--- src/rtl/interrupt_arbiter.sv ---
// interrupt_arbiter: latches peripheral interrupt events as pending flags,
// gates them with a per-source mask and presents one registered INTR line
// plus the ID of the granted source to the CPU control unit.
// Optional build macro INTERRUPT_ARBITER_RR_EN selects round-robin priority;
// the default build uses fixed priority (lowest index wins).
module interrupt_arbiter #(
    parameter int N_SRC = 4,
    parameter int ID_W  = $clog2(N_SRC)
) (
    input  logic             CLK,
    input  logic             RST,
    input  logic [N_SRC-1:0] IRQ,
    input  logic             MASK_WE,
    input  logic [N_SRC-1:0] MASK_IN,
    input  logic             INT_ACK,
    input  logic             INT_DONE,
    output logic             INTR,
    output logic [ID_W-1:0]  SRC_ID,
    output logic [N_SRC-1:0] PENDING,
    output logic [N_SRC-1:0] MASK
);

    localparam int unsigned NS = N_SRC;

    typedef enum logic [1:0] {
        ST_IDLE,
        ST_ASSERT,
        ST_SERVICE
    } state_t;

    state_t           state;
    logic [N_SRC-1:0] irq_q;
    logic [N_SRC-1:0] irq_edge;
    logic [N_SRC-1:0] req;
    logic [N_SRC-1:0] ack_clr;
    logic             win_found;
    logic [ID_W-1:0]  win_id;
    logic [ID_W-1:0]  cand;
    int unsigned      idx;

`ifdef INTERRUPT_ARBITER_RR_EN
    logic [ID_W-1:0]  rr_ptr;
`endif

    // Edge detection, arbitration candidates and the acknowledge clear mask
    always_comb begin
        irq_edge = IRQ & ~irq_q;
        req      = PENDING & MASK;
        ack_clr  = '0;
        if (state == ST_ASSERT && INT_ACK) begin
            ack_clr[SRC_ID] = 1'b1;
        end
    end

    // Priority search: scan from the start index upward, wrapping to 0
    always_comb begin
        win_found = 1'b0;
        win_id    = '0;
        cand      = '0;
        idx       = 0;
        for (int unsigned i = 0; i < NS; i++) begin
`ifdef INTERRUPT_ARBITER_RR_EN
            idx = 32'(rr_ptr) + i;
            if (idx >= NS) begin
                idx = idx - NS;
            end
`else
            idx = i;
`endif
            cand = ID_W'(idx);
            if (!win_found && req[cand]) begin
                win_found = 1'b1;
                win_id    = cand;
            end
        end
    end

    // Input edge register and mask register
    always_ff @(posedge CLK) begin
        if (RST) begin
            irq_q <= '0;
            MASK  <= '0;
        end else begin
            irq_q <= IRQ;
            if (MASK_WE) begin
                MASK <= MASK_IN;
            end
        end
    end

    // Pending flags: a new edge on the bit being acknowledged keeps it set
    always_ff @(posedge CLK) begin
        if (RST) begin
            PENDING <= '0;
        end else begin
            PENDING <= (PENDING & ~ack_clr) | irq_edge;
        end
    end

    // Grant FSM with registered INTR / SRC_ID
    always_ff @(posedge CLK) begin
        if (RST) begin
            state  <= ST_IDLE;
            INTR   <= 1'b0;
            SRC_ID <= '0;
`ifdef INTERRUPT_ARBITER_RR_EN
            rr_ptr <= '0;
`endif
        end else begin
            case (state)
                ST_IDLE: begin
                    if (win_found) begin
                        SRC_ID <= win_id;
                        INTR   <= 1'b1;
                        state  <= ST_ASSERT;
`ifdef INTERRUPT_ARBITER_RR_EN
                        rr_ptr <= (win_id == ID_W'(NS - 1)) ? '0 : win_id + 1'b1;
`endif
                    end
                end
                ST_ASSERT: begin
                    if (INT_ACK) begin
                        INTR  <= 1'b0;
                        state <= ST_SERVICE;
                    end
                end
                ST_SERVICE: begin
                    if (INT_DONE) begin
                        state <= ST_IDLE;
                    end
                end
                default: begin
                    INTR  <= 1'b0;
                    state <= ST_IDLE;
                end
            endcase
        end
    end

endmodule

--- config.mk ---
export PLATFORM = sky130hd
export DESIGN_NAME = interrupt_arbiter
export DESIGN_NICKNAME = d
export VERILOG_FILES = /design/src/rtl/interrupt_arbiter.sv
export SDC_FILE = /design/constraint.sdc
export NUM_CORES = 1
export LEC_CHECK = 0
export ABC_CLOCK_PERIOD_IN_PS = 1370
export CAP_MARGIN = 20
export CELL_PAD_IN_SITES_DETAIL_PLACEMENT = 1
export CELL_PAD_IN_SITES_GLOBAL_PLACEMENT = 1
export CORE_MARGIN = 2
export CORE_UTILIZATION = 31
export DETAILED_ROUTE_END_ITERATION = 7
export PLACE_DENSITY_LB_ADDON = 0.3
export SETUP_SLACK_MARGIN = 0.4
export SKIP_CTS_REPAIR_TIMING = 1
export SLEW_MARGIN = 10
export SYNTH_ARGS = -nofsm -noshare
export SYNTH_HDL_FRONTEND = slang
export SYNTH_SLANG_ARGS = --single-unit
--- constraint.sdc ---
create_clock -name CLK -period 1.37 [get_ports CLK]
set_clock_uncertainty 0.2 [all_clocks]
set_input_delay 0.137 -clock CLK [delete_from_list [all_inputs] [get_ports CLK]]
set_output_delay 0.137 -clock CLK [all_outputs]
set_load 0.02 [all_outputs]
# After elaboration in Yosys (flattened, before gate mapping)
# Cells that the tools add are included.
[totals] ff_bits=17 inputBits=13 out_inout_bits=11 wordCells=49
[classes] order_cmp=2 eq_ne=5 mux=17 bitwise_logic=7 n_reduce_logical=12
[op_table] operator="4-bit bitwise AND" count=3
[op_table] operator="2-bit 2-to-1 mux" count=5
[op_table] operator="1-bit 2-to-1 mux" count=8
[op_table] operator="4-bit NOT" count=2
[op_table] operator="2-bit != test (second input constant)" count=3
[op_table] operator="2-bit case mux with 3 select lines" count=1
[op_table] operator="3-bit AND reduction" count=2
[op_table] operator="1-bit logical AND" count=5
[op_table] operator="4-bit 2-to-1 mux" count=1
[op_table] operator="4-bit bitwise OR" count=1
[op_table] operator="1-bit zero test" count=3
[op_table] operator="2-bit by 3-bit < comparator with 1-bit output (second input constant)" count=1
[op_table] operator="1-bit case mux with 3 select lines" count=1
[op_table] operator="1-bit demux with 2-bit select" count=1
[op_table] operator="2-bit by 1-bit equality test with 1-bit output (second input constant)" count=1
[op_table] operator="2-bit equality test (second input constant)" count=1
[op_table] operator="2-bit by 1-bit >= comparator with 1-bit output (second input constant)" count=1
[op_table] operator="2-bit zero test" count=1
[op_table] operator="2-bit AND reduction" count=1
[op_table] operator="1-bit NOT" count=1

# Depth between registers and ports, before layout
[depth] ltp_word=13 mapped_depth=3 depth_no_buf=3

# Least setup slack after synthesis
# Ideal clock, no wire load.
[synth_timing] path_kind="register -> register" start="reg MASK[1]" end="reg state[0]" setup_time_ps=104 arrival_time_ps=981 t_required_ps=1066 slack_ps=85 stages_incl_launch_ff=4 path_buffers=0 synth_period_minus_slack_ps=1285 path_cell_list="dfxtp_1 a22o_1 nor3_1 a2111oi_2"
[synth_via] elab_chain_cells=11
[synth_rtl] item="start: declaration" line="20" text="output logic [N_SRC-1:0] MASK"
[synth_rtl] item="start signal: assignment" line="82" text="MASK <= '0;"
[synth_rtl] item="start signal: assignment" line="86" text="MASK <= MASK_IN;"
[synth_rtl] item="4-bit bitwise AND (*)" line="48" text="req = PENDING & MASK;"
[synth_rtl] item="1-bit logical AND (*)" line="71" text="if (!win_found && req[cand]) begin"
[synth_rtl] item="1-bit 2-to-1 mux (*)" line="71"
[synth_rtl] item="1-bit zero test" line="71"
[synth_rtl] item="1-bit logical AND" line="71"
[synth_rtl] item="1-bit 2-to-1 mux (*)" line="71"
[synth_rtl] item="1-bit zero test" line="71"
[synth_rtl] item="1-bit logical AND" line="71"
[synth_rtl] item="1-bit 2-to-1 mux (*)" line="71"
[synth_rtl] item="2-bit != test (no source line) (*)"
[synth_rtl] item="3-bit AND reduction (no source line) (*)"
[synth_rtl] item="end signal: assignment" line="103" text="state <= ST_IDLE;"
[synth_rtl] item="end signal: assignment" line="115" text="state <= ST_ASSERT;"
[synth_rtl] item="end signal: assignment" line="124" text="state <= ST_SERVICE;"
[synth_rtl] item="end: declaration" line="31" text="state_t state;"
# Every way passes the cells marked *; elsewhere a longest branch is shown, timed or not.
# A chain may end at the register's enable or synchronous reset.

# Final worst setup path
[layout_timing] start="reg state[1]" end="reg state[1]"
[layout_via] elab_chain_cells=3 word_cells_on_any_way=8 classes_between="eq/ne: 5; mux: 1; reduce/logical: 2"
[layout_rtl] item="2-bit equality test (tied with other cells)" line="110" text="case (state)"
[layout_rtl] item="2-bit != test (no source line)"
[layout_rtl] item="3-bit AND reduction (no source line)"
# Several ways; a longest one is shown, not always the timed one.

==> key figures <==
Timing
  • Post-route setup slack: 0.1757 ns
  • Slew @ Worst Pin: 0.2413 ns
  • Final setup vio count: 0
  • Final period util: 0.8717
  • Fmax: 837.3 MHz
  • RSZ-0062 raised after global routing: yes
  • Worst slew margin: 0.8388
  • Tmin final: 1.194 ns
  • Final hold vios: 0
  • Slew Viols, Final: 0

Cells and area
  • P&R area growth vs syn: 58.63%
  • Ratio of cells with drive above 1 in the final layout: 0.4194
  • Fin util: 0.5278
  • Fin nets: 107
  • Post-Layout Cell Count: 120
  • ANT cells: 0

Setup path
  • Type of element capturing the critical path: register
  • R2R depth: 2
  • Crit path launch type: register
  • Critical path startpoint: state[1]$_SDFFE_PP0P_
  • WP data required: 1.39 ns
  • Path type of the worst setup path: register to register
  • R2R Path Start: state[1]$_SDFFE_PP0P_
  • Worst-path fanout max: 7
  • CP arrival: 1.21 ns

Synth
  • FFs w/ async S/R, synth: 0
  • Ranking of synthesized cells by area: dfxtp_1 52%, mux2i_1 6.1%, a21oi_1 5.3%
  • Syn_area_per_cell: 10.14 µm²
  • Post-synth top cells: 17 x dfxtp_1, 7 x a21oi_1, 5 x o21ai_1
  • Post-synthesis sequential area ratio: 0.5161
  • Synth warnings: 0
  • Yosys top cell area share: 0.5161
  • Flops & latches, synth: 17
  • Most used DFF post-synth: dfxtp_1
  • Distinct cells, synth: 23
  • Syn Inst Count: 65
  • Syn_nets: 78
  • Cell taking the most area after synthesis: dfxtp_1
  • Synthesized area: 659.4 µm²
  • Top-count cell post-synth: dfxtp_1
  • Post-synth EDFFs: 0

CTS
  • CTS Buf Count: 3
  • Clk Latency, worst-skew pair: 0.29 ns
  • CTS tree: built
  • Clk slew on worst S/H paths: 0.10 ns
  • H-tree depth: 1
  • Clk root buf: clkbuf_4
  • Max Buffers Root-to-Sink: 2
  • # clock sinks: 17

Worst hold path
  • Worst min path class: input pin to register
  • Worst hold path cell count: 3
  • Hold_sp: MASK_WE

Die
  • Core ar.: 0.001982 mm²
  • Site Rows: 16
  • Full die area: 0.002512 mm²
  • DIE WIDTH: 50.12 µm
  • Initial Utilization: 0.3327
  • Top Ports: 24
  • Chip height: 50.12 µm

Routing
  • Vias: 602
  • Wirelength per Cell: 13.42 µm
  • Drt pass-1 iters: 4
  • Antenna-violating nets left: 0
  • Routed wire length: 1.610 mm
  • Drt drc: 0
  • DRC marker count from the first detailed-route iteration: 5
  • Vias/cell: 5.017

Status
  • Outcome: complete, no violations

Power and ir drop
  • Leak: 0.4109 nW
  • Seq pwr share: 0.543
  • Sw power: 289.1 µW
  • Sw frac: 0.2771
  • Power, Total: 1.043 mW
  • Int Power: 754.4 µW
  • Max rail drop VDD: 0.0007523 V
  • PD cells: 997.6 mW/mm²
  • Clock network power share: 0.254
  • Combinational fraction of design power: 0.203

Placed design
  • Routability cong.: 0.7546
  • Place WS: -0.05919 ns
  • Dpl cells: 115
  • Final HPWL DP: 1.239 mm
  • Port Buffers: 23

GRT
  • Initial antenna violation count: 0
  • Number of global-route vias before repair: 571
  • GRT Util Overall: 0.1466
  • GRT overflow: 0
  • Largest net degree at the start of global routing: 11
  • First-pass GRT wire length: 2.718 mm

Job
  • Max-cap violations: 0
## final timing paths
path	to	slack, ns
worst max register to register	state[1]$_SDFFE_PP0P_	0.18
worst min-delay path	MASK[1]$_SDFFE_PP0P_	0.07
worst min register to register	state[0]$_SDFFE_PP0P_	0.28
worst max-delay path	state[1]$_SDFFE_PP0P_	0.18
## metal layers
layer	GRT usage	vias up	wire length [µm]
li1	-	295	-
met1	0.1880	286	699
met2	0.2346	17	829
met3	0.02727	4	56
met4	0.06944	0	25
met5	0	-	0
## worst max-delay path, stage by stage, from the launching register on
cell	delay, ns
dfxtp_4	0.39
or3b_4	0.39
a21oi_2	0.14
## layout by cell type (no fill, tap or decap), drive strengths merged
cell,count
dfxtp,17
nand4b,1
nand2b,4
nor3,1
a32o,1
clkinv,1
a2111oi,1
a22o,3
nand4bb,1
inv,1
nor2,5
buf,14
nand3b,1
nand2,2
clkdlybuf4s50,11
mux2i,4
nor2b,4
a211oi,2
dlymetal6s2s,1
a21oi,8
or3b,1
o21ai,6
clkbuf,3
## cells by family (layout without fill, tap and decap cells)
| kind of cell | after synthesis | after routing | synth area share |
|---|---|---|---|
| mux | 4 | 4 | 0.06072 |
| compound gates | 21 | 21 | 0.2125 |
| buf+inv | 3 | 31 | 0.02845 |
| flops | 17 | 17 | 0.5161 |
| simple gates | 20 | 20 | 0.1822 |
## area by class of cell
| class | instances | area, µm² |
|---|---|---|
| fillers | 211 | 935.9 |
| clock buffers | 3 | 22.52 |
| inverters | 1 | 3.754 |
| flip-flops and latches | 17 | 386.6 |
| multi-input cells | 45 | 329.1 |
| well taps | 27 | 33.78 |
| clock inverters | 1 | 5.005 |
| repair buffers | 26 | 265.3 |
## registers in the layout, summed over array words and instances, names as in the netlist
| name | cells |
|---|---|
| MASK | 4 |
| irq_q | 4 |
| INTR | 1 |
| SRC_ID | 2 |
| PENDING | 4 |
| state | 2 |
## through the flow
stage                     setup TNS [ns]  area (µm²)  hold slack [ns]
after detailed placement         -0.1198       965.9           0.2527
after floorplan                        0       701.9       0.00004391
after global placement          -0.07251       965.9           0.2429
final                                  0        1046          0.06946
after global routing                   0        1046           0.1006
after CTS                         -2.645       993.5           0.2182
## power groups by stage
stage / Clock [mW] / Combinational (mW) / Sequential [mW]
6_report: 0.265 / 0.211 / 0.567
3_5_place_dp: 0 / 0.200 / 0.573
4_1_cts: 0.278 / 0.202 / 0.562
2_1_floorplan: 0 / 0.0738 / 0.592
5_1_grt: 0.303 / 0.230 / 0.573
3_3_place_gp: 0 / 0.196 / 0.571
Note: power is estimated with default switching activity, not from simulation.
